===== src/rtl/master_bus_requester_if.sv =====
// Bundle between one master core, its bus requester front end and the two-master arbiter.
// The master modport is the requester's view; slave is the core/arbiter side.
interface master_bus_requester_if;
   logic       cmd_valid;
   logic       cmd_ready;
   logic [1:0] cmd_slave;
   logic       m_request;
   logic       m_slave_sel;
   logic       m_grant;
   logic       arbiter_busy;
   logic       trans_done;
   logic       bus_owned;
   logic       split_wait;
   logic       xfer_done;
   logic       xfer_err;

   modport master (
      input  cmd_valid, cmd_slave, m_grant, arbiter_busy, trans_done,
      output cmd_ready, m_request, m_slave_sel, bus_owned, split_wait, xfer_done, xfer_err
   );

   modport slave (
      output cmd_valid, cmd_slave, m_grant, arbiter_busy, trans_done,
      input  cmd_ready, m_request, m_slave_sel, bus_owned, split_wait, xfer_done, xfer_err
   );
endinterface


===== src/rtl/master_bus_requester.sv =====
// Master-side arbiter front end: requests the bus, shifts the target slave id out MSB-first,
// then tracks grant, split suspension and completion, reporting done/error to the core.
module master_bus_requester #(
   parameter int unsigned GRANT_TIMEOUT = 16,
   parameter int unsigned MAX_RETRY     = 2,
   parameter int unsigned SPLIT_TIMEOUT = 64
) (
   input logic                    sys_clk,
   input logic                    sys_rst,
   master_bus_requester_if.master bus
);

   localparam int unsigned CNT_W   = 8;
   localparam int unsigned RETRY_W = 3;
   localparam int unsigned STATE_W = 3;

   localparam logic [CNT_W-1:0]   GNT_LAST  = CNT_W'(GRANT_TIMEOUT - 1);
   localparam logic [CNT_W-1:0]   SPL_LAST  = CNT_W'(SPLIT_TIMEOUT - 1);
   localparam logic [RETRY_W-1:0] RETRY_MAX = RETRY_W'(MAX_RETRY);

   localparam logic [STATE_W-1:0] S_IDLE  = 3'd0;
   localparam logic [STATE_W-1:0] S_ARM   = 3'd1;
   localparam logic [STATE_W-1:0] S_REQ   = 3'd2;
   localparam logic [STATE_W-1:0] S_SEL   = 3'd3;
   localparam logic [STATE_W-1:0] S_WAIT  = 3'd4;
   localparam logic [STATE_W-1:0] S_XFER  = 3'd5;
   localparam logic [STATE_W-1:0] S_SPLIT = 3'd6;
   localparam logic [STATE_W-1:0] S_DONE  = 3'd7;

   logic [STATE_W-1:0] r_state;
   logic [CNT_W-1:0]   r_cnt;
   logic [RETRY_W-1:0] r_retry;
   logic [1:0]         r_slave;
   logic               r_cmd_ready;
   logic               r_request;
   logic               r_slave_sel;
   logic               r_bus_owned;
   logic               r_split_wait;
   logic               r_xfer_done;
   logic               r_xfer_err;

   logic [STATE_W-1:0] w_state_nxt;
   logic [CNT_W-1:0]   w_cnt_nxt;
   logic [RETRY_W-1:0] w_retry_nxt;
   logic [1:0]         w_slave_nxt;
   logic               w_err_nxt;
   logic [CNT_W-1:0]   w_cnt_inc;
   logic [RETRY_W-1:0] w_retry_inc;

   // Saturating increments; neither counter may wrap.
   assign w_cnt_inc   = (r_cnt == '1)   ? r_cnt   : r_cnt + CNT_W'(1);
   assign w_retry_inc = (r_retry == '1) ? r_retry : r_retry + RETRY_W'(1);

   always_ff @(posedge sys_clk or negedge sys_rst) begin
      if (!sys_rst) r_state <= S_IDLE;
      else          r_state <= w_state_nxt;
   end

   always_comb begin
      w_state_nxt = r_state;
      w_cnt_nxt   = r_cnt;
      w_retry_nxt = r_retry;
      w_slave_nxt = r_slave;
      w_err_nxt   = 1'b0;
      case (r_state)
         S_IDLE: begin
            if (bus.cmd_valid && r_cmd_ready) begin
               w_slave_nxt = bus.cmd_slave;
               w_retry_nxt = '0;
               w_state_nxt = S_ARM;
            end
         end
         S_ARM: begin
            if (!bus.arbiter_busy) w_state_nxt = S_REQ;
         end
         S_REQ: w_state_nxt = S_SEL;
         S_SEL: begin
            w_cnt_nxt   = '0;
            w_state_nxt = S_WAIT;
         end
         S_WAIT: begin
            if (bus.m_grant) begin
               w_cnt_nxt   = '0;
               w_state_nxt = S_XFER;
            end else if (r_cnt >= GNT_LAST) begin
               w_cnt_nxt = '0;
               if (r_retry < RETRY_MAX) begin
                  w_retry_nxt = w_retry_inc;
                  w_state_nxt = S_ARM;
               end else begin
                  w_err_nxt   = 1'b1;
                  w_state_nxt = S_DONE;
               end
            end else begin
               w_cnt_nxt = w_cnt_inc;
            end
         end
         // Completion takes priority over a simultaneous grant drop.
         S_XFER: begin
            if (bus.trans_done) begin
               w_state_nxt = S_DONE;
            end else if (!bus.m_grant) begin
               w_cnt_nxt   = '0;
               w_state_nxt = S_SPLIT;
            end
         end
         S_SPLIT: begin
            if (bus.m_grant) begin
               w_cnt_nxt   = '0;
               w_state_nxt = S_XFER;
            end else if (r_cnt >= SPL_LAST) begin
               w_cnt_nxt   = '0;
               w_err_nxt   = 1'b1;
               w_state_nxt = S_DONE;
            end else begin
               w_cnt_nxt = w_cnt_inc;
            end
         end
         S_DONE:  w_state_nxt = S_IDLE;
         default: w_state_nxt = S_IDLE;
      endcase
   end

   // Outputs are decoded from the next state so they line up with the state register.
   always_ff @(posedge sys_clk or negedge sys_rst) begin
      if (!sys_rst) begin
         r_cnt        <= '0;
         r_retry      <= '0;
         r_slave      <= '0;
         r_cmd_ready  <= 1'b1;
         r_request    <= 1'b0;
         r_slave_sel  <= 1'b0;
         r_bus_owned  <= 1'b0;
         r_split_wait <= 1'b0;
         r_xfer_done  <= 1'b0;
         r_xfer_err   <= 1'b0;
      end else begin
         r_cnt        <= w_cnt_nxt;
         r_retry      <= w_retry_nxt;
         r_slave      <= w_slave_nxt;
         r_cmd_ready  <= (w_state_nxt == S_IDLE);
         r_request    <= (w_state_nxt == S_REQ);
         r_slave_sel  <= ((w_state_nxt == S_REQ) && w_slave_nxt[1]) ||
                         ((w_state_nxt == S_SEL) && w_slave_nxt[0]);
         r_bus_owned  <= (w_state_nxt == S_XFER);
         r_split_wait <= (w_state_nxt == S_SPLIT);
         r_xfer_done  <= (w_state_nxt == S_DONE);
         r_xfer_err   <= w_err_nxt;
      end
   end

   assign bus.cmd_ready   = r_cmd_ready;
   assign bus.m_request   = r_request;
   assign bus.m_slave_sel = r_slave_sel;
   assign bus.bus_owned   = r_bus_owned;
   assign bus.split_wait  = r_split_wait;
   assign bus.xfer_done   = r_xfer_done;
   assign bus.xfer_err    = r_xfer_err;

endmodule


===== src/flat_wrapper.sv =====
// flat-port wrapper written by rule: the top's interface ports become plain ports
module master_bus_requester_flat 
#(
   parameter int unsigned GRANT_TIMEOUT = 16,
   parameter int unsigned MAX_RETRY     = 2,
   parameter int unsigned SPLIT_TIMEOUT = 64
)
  (sys_clk, sys_rst, bus_cmd_valid, bus_cmd_slave, bus_m_grant, bus_arbiter_busy, bus_trans_done, bus_cmd_ready, bus_m_request, bus_m_slave_sel, bus_bus_owned, bus_split_wait, bus_xfer_done, bus_xfer_err);
  master_bus_requester_if bus_i ();
  input logic sys_clk;
  input logic sys_rst;
  input wire logic [$bits(bus_i.cmd_valid)-1:0] bus_cmd_valid;
  input wire logic [$bits(bus_i.cmd_slave)-1:0] bus_cmd_slave;
  input wire logic [$bits(bus_i.m_grant)-1:0] bus_m_grant;
  input wire logic [$bits(bus_i.arbiter_busy)-1:0] bus_arbiter_busy;
  input wire logic [$bits(bus_i.trans_done)-1:0] bus_trans_done;
  output wire logic [$bits(bus_i.cmd_ready)-1:0] bus_cmd_ready;
  output wire logic [$bits(bus_i.m_request)-1:0] bus_m_request;
  output wire logic [$bits(bus_i.m_slave_sel)-1:0] bus_m_slave_sel;
  output wire logic [$bits(bus_i.bus_owned)-1:0] bus_bus_owned;
  output wire logic [$bits(bus_i.split_wait)-1:0] bus_split_wait;
  output wire logic [$bits(bus_i.xfer_done)-1:0] bus_xfer_done;
  output wire logic [$bits(bus_i.xfer_err)-1:0] bus_xfer_err;
  assign bus_i.cmd_valid = bus_cmd_valid;
  assign bus_i.cmd_slave = bus_cmd_slave;
  assign bus_i.m_grant = bus_m_grant;
  assign bus_i.arbiter_busy = bus_arbiter_busy;
  assign bus_i.trans_done = bus_trans_done;
  assign bus_cmd_ready = bus_i.cmd_ready;
  assign bus_m_request = bus_i.m_request;
  assign bus_m_slave_sel = bus_i.m_slave_sel;
  assign bus_bus_owned = bus_i.bus_owned;
  assign bus_split_wait = bus_i.split_wait;
  assign bus_xfer_done = bus_i.xfer_done;
  assign bus_xfer_err = bus_i.xfer_err;
  master_bus_requester #(.GRANT_TIMEOUT(GRANT_TIMEOUT), .MAX_RETRY(MAX_RETRY), .SPLIT_TIMEOUT(SPLIT_TIMEOUT)) u_core (.sys_clk(sys_clk), .sys_rst(sys_rst), .bus(bus_i));
endmodule

===== config.mk =====
export PLATFORM = sky130hd
export DESIGN_NAME = master_bus_requester_flat
export DESIGN_NICKNAME = d
export VERILOG_FILES = /design/src/rtl/master_bus_requester_if.sv /design/src/rtl/master_bus_requester.sv /design/src/flat_wrapper.sv
export SDC_FILE = /design/constraint.sdc
export NUM_CORES = 1
export LEC_CHECK = 0
export BUFFER_PORTS_ARGS = -buffer_cell sky130_fd_sc_hd__buf_2
export CORE_ASPECT_RATIO = 1.5
export CORE_MARGIN = 5
export CORE_UTILIZATION = 56
export DETAILED_ROUTE_END_ITERATION = 10
export GPL_TIMING_DRIVEN = 0
export PLACE_DENSITY = 0.77
export SETUP_SLACK_MARGIN = 0.02
export SLEW_MARGIN = 25
export SYNTH_ARGS = -nofsm -noshare
export SYNTH_HDL_FRONTEND = slang
export SYNTH_SLANG_ARGS = --single-unit

===== constraint.sdc =====
create_clock -name sys_clk -period 2.1 [get_ports sys_clk]
set_clock_uncertainty 0.05 [all_clocks]
set_input_delay 0.105 -clock sys_clk [delete_from_list [all_inputs] [get_ports sys_clk]]
set_output_delay 0.105 -clock sys_clk [all_outputs]
set_load 0.01 [all_outputs]

; ---- Word-level counts from Yosys, hierarchy flattened
; Cells that the tools add are included.
[classes]
reduce_logical = 10
mux = 32
eq_ne = 21
add_sub_neg = 2
order_cmp = 3
[ops]
columns = operator, count
row1 = 8-bit 2-to-1 mux, 7
row2 = 3-bit 2-to-1 mux, 14
row3 = 8-bit one-hot mux with 4 select lines, 1
row4 = "3-bit == test, second input constant", 8
row5 = 3-bit one-hot mux with 8 select lines, 1
row6 = "3-bit by 2-bit == test with 1-bit output, second input constant", 4
row7 = "8-bit by 1-bit adder with 8-bit output, second input constant", 1
row8 = "8-bit == test, second input constant", 1
row9 = "8-bit by 4-bit >= comparator with 1-bit output, second input constant", 1
row10 = "8-bit by 6-bit >= comparator with 1-bit output, second input constant", 1
row11 = "2-bit inequality test, second input constant", 4
row12 = 3-bit logical NOT, 2
row13 = "2-bit by 1-bit inequality test with 1-bit output, second input constant", 3
row14 = 3-bit one-hot mux with 2 select lines, 1
row15 = 6-bit AND reduction, 1
row16 = 1-bit 2-to-1 mux, 5
row17 = 2-bit 2-to-1 mux, 2
row18 = 4-bit nonzero test, 1
row19 = "3-bit by 1-bit adder with 3-bit output, second input constant", 1
row20 = "3-bit by 1-bit == test with 1-bit output, second input constant", 1
row21 = 1-bit logical AND, 3
row22 = "3-bit by 2-bit < comparator with 1-bit output, second input constant", 1
row23 = 3-bit AND reduction, 1
row24 = 1-bit one-hot mux with 2 select lines, 1
row25 = other kinds (2), 2
[word_totals]
ff_bits = 23
wordCells = 79
out_inout_bits = 7

; ---- Longest topological paths before layout
; Gate-level depths: netlist (run 1).
[logic_depth]
depth_word = 8
mapped_depth = 6

; ---- Worst setup path after synthesis (run 1)
; No wires, ideal clock.
[synth_timing]
path_kind = reg2reg
start = reg u_core.r_state[1]
end = reg u_core.r_cnt[5]
setup_slack_ns = 0.413
path_buffers = 0
required_time_ns = 1.973
period_less_slack_ns = 1.687
t_arrival_ns = 1.560
stages_incl_launch_ff = 5
cell_sequence = dfrtp_1 o31a_1 mux2_4 or4_1 a21oi_1
[synth_via]
elab_chain_cells = 3
[synth_rtl]
columns = element, line
row1 = "start, declared", master_bus_requester.sv:30  ; logic [STATE_W-1:0] r_state;
row2 = "start signal, assigned", master_bus_requester.sv:56  ; else r_state <= w_state_nxt;
row3 = 3-bit by 2-bit == test with 1-bit output / 3-bit == test (equally long branches), master_bus_requester.sv:65  ; case (r_state)
row4 = 4-bit nonzero test (no line) / 2-bit inequality test (equally long branches), n/a
row5 = 3-bit AND reduction (no line), n/a
row6 = "end signal, assigned", master_bus_requester.sv:138  ; r_cnt <= w_cnt_nxt;
row7 = "end, declared", master_bus_requester.sv:31  ; logic [CNT_W-1:0] r_cnt;
; Parallel ways exist; a longest one is shown, timed or not.
; A chain may end at the register's enable or synchronous reset.

; ---- Worst setup path after layout (run 1)
; Ends and elaborated chain as after synthesis.

==> impl_results.md, run 1 <==
- Dpl ws: between 0.15 and 0.2 ns
- Synth top cells by count: dfrtp_1, a21oi_1, nand2_1, nor2_1
- Register Area: approximately 580 um^2
- Reg2Reg Depth: 5
- Vert. Die Dim: just under 70 um
- XOR/XNOR Fraction of Synth Area: 0.715%
- Synth area leaders: dfrtp_1, ha_1, a21oi_1
- Hpwl dp: 2.02 mm
- Seq cells post-synth: 23
- Post-Route WL: between 2 and 3 mm
- WL per Instance: approximately 17 um
- Pre-Repair DR Iteration Count: 4
- Synthesis-to-finish area growth: 13.5%
- Status: finished, final reports clean
- Final Hold Viols: 0
- Slew Viols, Final: 0
- Asr flop ratio synth: 100%
- Drt drc: 0
- Dominant synthesized flop cell: dfrtp_1
- Vias in the first global route: 1,076
- Peak VDD IR: 739 uV
- Tot GR Track Use: slightly below 20%
- Synth Area in Adders: slightly above 3%
- Hold path depth: 3
- Routability cong.: between 0.8 and 0.9
- Final Setup Violations: 0
- 1st-iter DRT viols: 45
- Leak: between 0.6 and 0.7 nW
- Most common cell in the netlist: dfrtp_1
- Number of flops mapped to enable cells by yosys: 0
- FP Rows: 20
- WS Path Type: flop to flop
- Compound-Gate Fraction of Synth Area: between 20% and 30%
- Post-DR vias/cell: approximately 6.3
- Yosys top cell area share: 44.9%
- H-tree level count: 1
- Via count: ~1,000
- Syn_area_per_cell: 10.2 um^2
- Combinational family with the most area after synthesis: compound AO/OA/AOI/OAI gates
- Min Clock Period, post-route: ~1.9 ns
- First-pass GRT wire length: ~4.7 mm
- Root buf cell: clkbuf_4
- Critical path endpoint category: flop
- Die Width: around 48 um
- Starting Density: roughly three fifths
- Clock sink total: 23
- Nets: ~150
- Design area: 0.00139 mm^2
- Multi-input gate area: 618 um^2
- Clk pin slew, worst setup/hold paths: about 0.13 ns
- Port-buffer cells: 14
- Tcrit/Tclk final: 90.8%
- Core ar.: about 0.0021 mm^2
- Mux cell area share after synthesis: 3.88%
- CP Data Required Time: 2.29 ns
- Grt total ovfl: 0
- Setup TNS: 0 ns
- Min Hold Slack: between 0.01 and 0.015 ns
- Simple-gate share of the synthesized area: between 15 and 20%
- CP Max Fanout: 10
- Worst-margin pin slew: ~0.48 ns
- Syn_nets: 131
- Diodes inserted: 0
- Fillers: ~160
- YS warnings: 0
- Placed instance area: roughly 0.0013 mm^2
- Max_cap viols: 0
- Worst Setup Start Kind: flop
- Fmax: 0.525 GHz
- Initial antenna violation count: 0
- Largest net degree at the start of global routing: 24
- Largest area contributor in the synthesized netlist: dfrtp_1
- Yosys cell types: 47
- Worst-Skew Late Latency: 0.32 ns
- Mapped cell area: 0.00122 mm^2
- Setup ws final: roughly 0.19 ns
- PwrDens: roughly 1200 mW/mm^2
- Layout cells sized above 1: between 20% and 30%
- Post-route ant nets: 0
- Slew HR: 67.2%
- Setup repair after global routing missed its margin: false
- TritonCTS Buffers: 3
- Post-synthesis sequential area ratio: 47.1%
- Top Ports: 15
- Die area: around 0.0032 mm^2
- Critical path data arrival time: between 2 and 2.5 ns
- Syn Inst Count: 120
- Hold Path Class: primary input to flop
- Clock Path Buffers: 2
- TritonCTS clock tree: built
## logic make-up (layout without fill, tap and decap cells)
logic type / after synthesis / after routing
AO/OA/AOI/OAI: 39 / 39
XOR/XNOR: 1 / 1
adder cells (fa/ha/maj): 3 / 3
buffers and inverters: 9 / 30
flip-flops: 23 / 23
multiplexers: 4 / 4
AND/OR/NAND/NOR: 41 / 41
## worst paths after layout
check / from / endpoint / slack, ns
setup / recovery: u_core.r_state[1]$_DFF_PN0_ / u_core.r_cnt[5]$_DFFE_PN0P_ / 0.19
hold / removal: bus_cmd_slave[1] / u_core.r_slave[1]$_DFF_PN0_ / 0.01
setup reg to reg: u_core.r_state[1]$_DFF_PN0_ / u_core.r_cnt[5]$_DFFE_PN0P_ / 0.19
hold reg to reg: u_core.r_slave[1]$_DFF_PN0_ / u_core.r_slave[1]$_DFF_PN0_ / 0.47
max in group asynchronous: sys_rst / u_core.bus.cmd_ready$_DFF_PN1_ / 1.43
min in group asynchronous: sys_rst / u_core.r_cnt[6]$_DFFE_PN0P_ / 0.22
## state kept, by name, indices dropped and copies added (netlist names)
name,count
u_core.r_state,3
u_core.r_retry,3
u_core.bus.xfer_err,1
u_core.bus.split_wait,1
u_core.bus.bus_owned,1
u_core.r_slave,2
u_core.bus.cmd_ready,1
u_core.r_cnt,8
u_core.bus.m_request,1
u_core.bus.xfer_done,1
u_core.bus.m_slave_sel,1
## metal layers
metal / vias to the layer above / part of all wire [%] / GRT usage (%)
met5: - / 0 / 0
met2: 33 / 54 / 34.6
met1: 493 / 40 / 23.6
met4: 0 / 2.1 / 7.41
met3: 7 / 4.1 / 1.87
li1: 501 / - / -
## through the flow
stage                     std cells  util (%)  power (mW)
final                           163      67.7        1.61
after detailed placement        156      64.5        1.38
after CTS                       163      67.3        1.59
after global routing            163      67.7        1.74
after floorplan                 120         -        1.18
after global placement          156      64.5        1.35
## layout by cell type, fill, tap and decap left out, types with 2 or more instances in the layout
| cell type | n |
|---|---|
| a31oi_1 | 3 |
| dlygate4sd3_1 | 3 |
| o21a_1 | 2 |
| a21boi_0 | 3 |
| nand3_1 | 5 |
| clkbuf_4 | 3 |
| buf_2 | 16 |
| nor2_1 | 7 |
| and3_1 | 3 |
| o211ai_1 | 2 |
| o21ai_0 | 4 |
| ha_1 | 3 |
| o31ai_1 | 3 |
| and4_1 | 2 |
| a22o_1 | 2 |
| a31o_2 | 2 |
| o21bai_1 | 2 |
| nand3b_1 | 2 |
| nand2_1 | 7 |
| dfrtp_1 | 22 |
| or2_2 | 2 |
| a21oi_1 | 7 |
| and2_1 | 2 |
| inv_1 | 5 |
| mux2_2 | 2 |
| or4_1 | 2 |
## worst max-delay path: stages, from the launching register on
cell,delay (ns)
dfrtp_1,0.40
buf_2,0.22
nand2_1,0.14
mux2_4,0.33
or4_1,0.51
a21oi_1,0.18
## layout make-up
type	count	share of cell area [%]
buffer	4	1.53
multi-input combinational	88	44.5
inverter	5	1.35
tap	22	1.98
clock buffer	3	1.62
clock inverter	1	0.360
sequential	23	41.5
timing repair buffer	17	7.20
## where the power goes
group	total (mW)	switching, mW	internal (mW)
registers	0.596	0.0534	0.543
logic	0.802	0.474	0.328
clock network	0.209	0.137	0.0713
total	1.61	0.665	0.942
## repair_timing
action | CTS | global route
hold endpoints to repair | 24 | 0
setup endpoints to repair | 0 | 5
setup buffers | 0 | 0
resized for setup | 0 | 2
hold buffers | 3 | 0
Note: power is estimated with default switching activity, not from simulation.
==> inputs of run 2 (changes only) <==
- CORE_MARGIN: 5 -> 4
- HOLD_SLACK_MARGIN: unset -> 0.05
==> impl_results.md, run 2 (synthesis results as in run 1) <==
- GRT Max-Usage Layer: met2
- Total chip power: 1.61 mW (about the same)
- Max FFs per register: 8 (unchanged)
- Critical path data arrival time: 2.16 ns (+0.06 ns)
- Vias in the first global route: 1,100 (+2.2%)
- Worst-Skew Late Latency: 0.32 ns (about the same)
- Die area: 0.00301 mm^2 (-7.0%)
- Drt drc: 0 (unchanged)
- WL per Instance: 16.6 um (+0.59%)
- Min Clock Period, post-route: 1.99 ns (+0.0823 ns)
- Biggest regs: u_core.r_cnt (8), u_core.r_retry (3), u_core.r_state (3)
- Fillers: 168 (+3.1%)
- 1st-iter DRT viols: 27 (-40%)
- Initial antenna violation count: 0 (unchanged)
- Top Ports: 15 (unchanged)
- Global-route track usage on met1: 25.1% (+1.5 points)
- Grt total ovfl: 0 (unchanged)
- Port-buffer cells: 14 (unchanged)
- Design area: 0.00141 mm^2 (+1.1%)
- Hold path depth: 3 (unchanged)
- Diodes inserted: 0 (unchanged)
- Layout cells sized above 1: 21.7% (-1.0 points)
- Slew Viols, Final: 0 (unchanged)
- Post-route ant nets: 0 (unchanged)
- Min Hold Slack: 0.0761 ns (+0.0635 ns)
- Placed instance area: 0.00132 mm^2 (unchanged)
- Slew HR: 62.9% (-4.3 points)
- Met3 usage: 2.19% (+0.33 points)
- Pre-Repair DR Iteration Count: 4 (unchanged)
- Routability cong.: 0.859 (+1.4%)
- Nets: 155 (+1.3%)
- H-tree level count: 1 (unchanged)
- Vert. Die Dim: 65.3 um (-3.0%)
- Setup TNS: 0 ns (unchanged)
- Die Width: 46.2 um (-4.2%)
- First-pass GRT wire length: 4.82 mm (+3.3%)
- Root buf cell: clkbuf_4
- Core ar.: 0.00205 mm^2 (unchanged)
- WS Path Type: flop to flop
- Worst-margin pin slew: 0.552 ns (+0.0735 ns)
- Grt met2 use: 37.4% (+2.8 points)
- Leak: 0.673 nW (+0.67%)
- Synthesis-to-finish area growth: 14.7%
- Status: finished, final reports clean
- FP Rows: 20 (unchanged)
- Clock Path Buffers: 2 (unchanged)
- Max_cap viols: 0 (unchanged)
- Peak VDD IR: 942 uV (+27%)
- Final Hold Viols: 0 (unchanged)
- Largest net degree at the start of global routing: 24 (unchanged)
- CP Max Fanout: 10 (unchanged)
- Final Setup Violations: 0 (unchanged)
- TritonCTS clock tree: built
- Leading cell type in the layout, fill and taps excluded: dfrtp_1
- CP Data Required Time: 2.28 ns (about the same)
- PwrDens: 1140 mW/mm^2 (-1.1%)
- Tot GR Track Use: 21.5% (+1.8 points)
- Clk pin slew, worst setup/hold paths: 0.13 ns (about the same)
- Tcrit/Tclk final: 94.7% (+3.9 points)
- Worst Setup Start Kind: flop
- Clock sink total: 23 (unchanged)
- TritonCTS Buffers: 3 (unchanged)
- Via count: 1,056 (+2.1%)
- Fmax: 0.503 GHz (-4.1%)
- R2R Setup Slk: 0.11 ns (-0.08 ns)
- Post-DR vias/cell: 6.40 (+0.89%)
- Largest Register: u_core.r_cnt
- Hold Path Class: primary input to flop
- Hpwl dp: 2.00 mm (-1.1%)
- Starting Density: 59.7% (unchanged)
- Critical path endpoint category: flop
- Most frequent cells in the layout: dfrtp_1, buf_2, nor2_1, nand2_1, a21oi_1
- Setup Buffers After CTS: 0 (unchanged)
- Final Util: 68.5% (+0.73 points)
- Setup repair after global routing missed its margin: false
- Post-Route WL: 2.74 mm (+1.8%)
- Reg2Reg Depth: 5 (unchanged)
[run 2: cell count changes in the layout (fill, tap and decap cells not counted)]
cell	before	now
dlygate4sd3_1	3	5
nor3_1	1	2
nor3_2	1	0
[run 2: worst paths after layout]
check                                                 start                          endpoint
worst max-delay path            u_core.r_state[0]$_DFF_PN0_  u_core.bus.m_slave_sel$_DFF_PN0_
worst min-delay path                            bus_m_grant     u_core.bus.xfer_err$_DFF_PN0_
worst max register to register  u_core.r_state[0]$_DFF_PN0_  u_core.bus.m_slave_sel$_DFF_PN0_
worst min register to register  u_core.r_slave[1]$_DFF_PN0_       u_core.r_slave[1]$_DFF_PN0_
max in group asynchronous                           sys_rst    u_core.bus.cmd_ready$_DFF_PN1_
min in group asynchronous                           sys_rst    u_core.bus.m_request$_DFF_PN0_
[run 2: layer usage]
metal	wire length (um)	up-vias
li1	-	502
met4	75	0
met1	1070	510
met3	109	7
met5	0	-
met2	1480	37
[run 2: area by class of cell]
| class | count | area [um^2] | area share [%] |
|---|---|---|---|
| clock inverters | 1 | 5.00 | 0.356 |
| well taps | 22 | 27.5 | 1.96 |
| flip-flops and latches | 23 | 577 | 41.1 |
| inverters | 5 | 18.8 | 1.34 |
| clock buffers | 3 | 22.5 | 1.60 |
| multi-input cells | 88 | 613 | 43.6 |
| plain buffers | 4 | 21.3 | 1.51 |
| repair buffers | 19 | 120 | 8.55 |
[run 2: metrics by stage]
step | std cells | worst slack [ns]
after floorplan | 120 | 0.413
after global placement | 156 | 0.231
after detailed placement | 156 | 0.171
after CTS | 165 | 0.135
after global routing | 165 | 0.0320
final | 165 | 0.112
[run 2: repair_timing]
action	CTS	global route
endpoints found under the setup margin	0	4
gates resized for setup	0	1
endpoints found under the hold margin	26	0
hold buffers	5	0
[run 2: worst max-delay path, stage by stage (launching register included)]
cell     delay [ns]
dfrtp_1        0.39
buf_2          0.18
nor3_1         0.44
nand3_1        0.25
mux2_2         0.34
a41o_1         0.24
[run 2: power breakdown]
part	internal, mW	switching, mW	total (mW)	leakage (nW)
Clock	0.0715	0.138	0.210	0.0177
Sequential	0.543	0.0518	0.595	0.306
Combinational	0.327	0.475	0.802	0.350
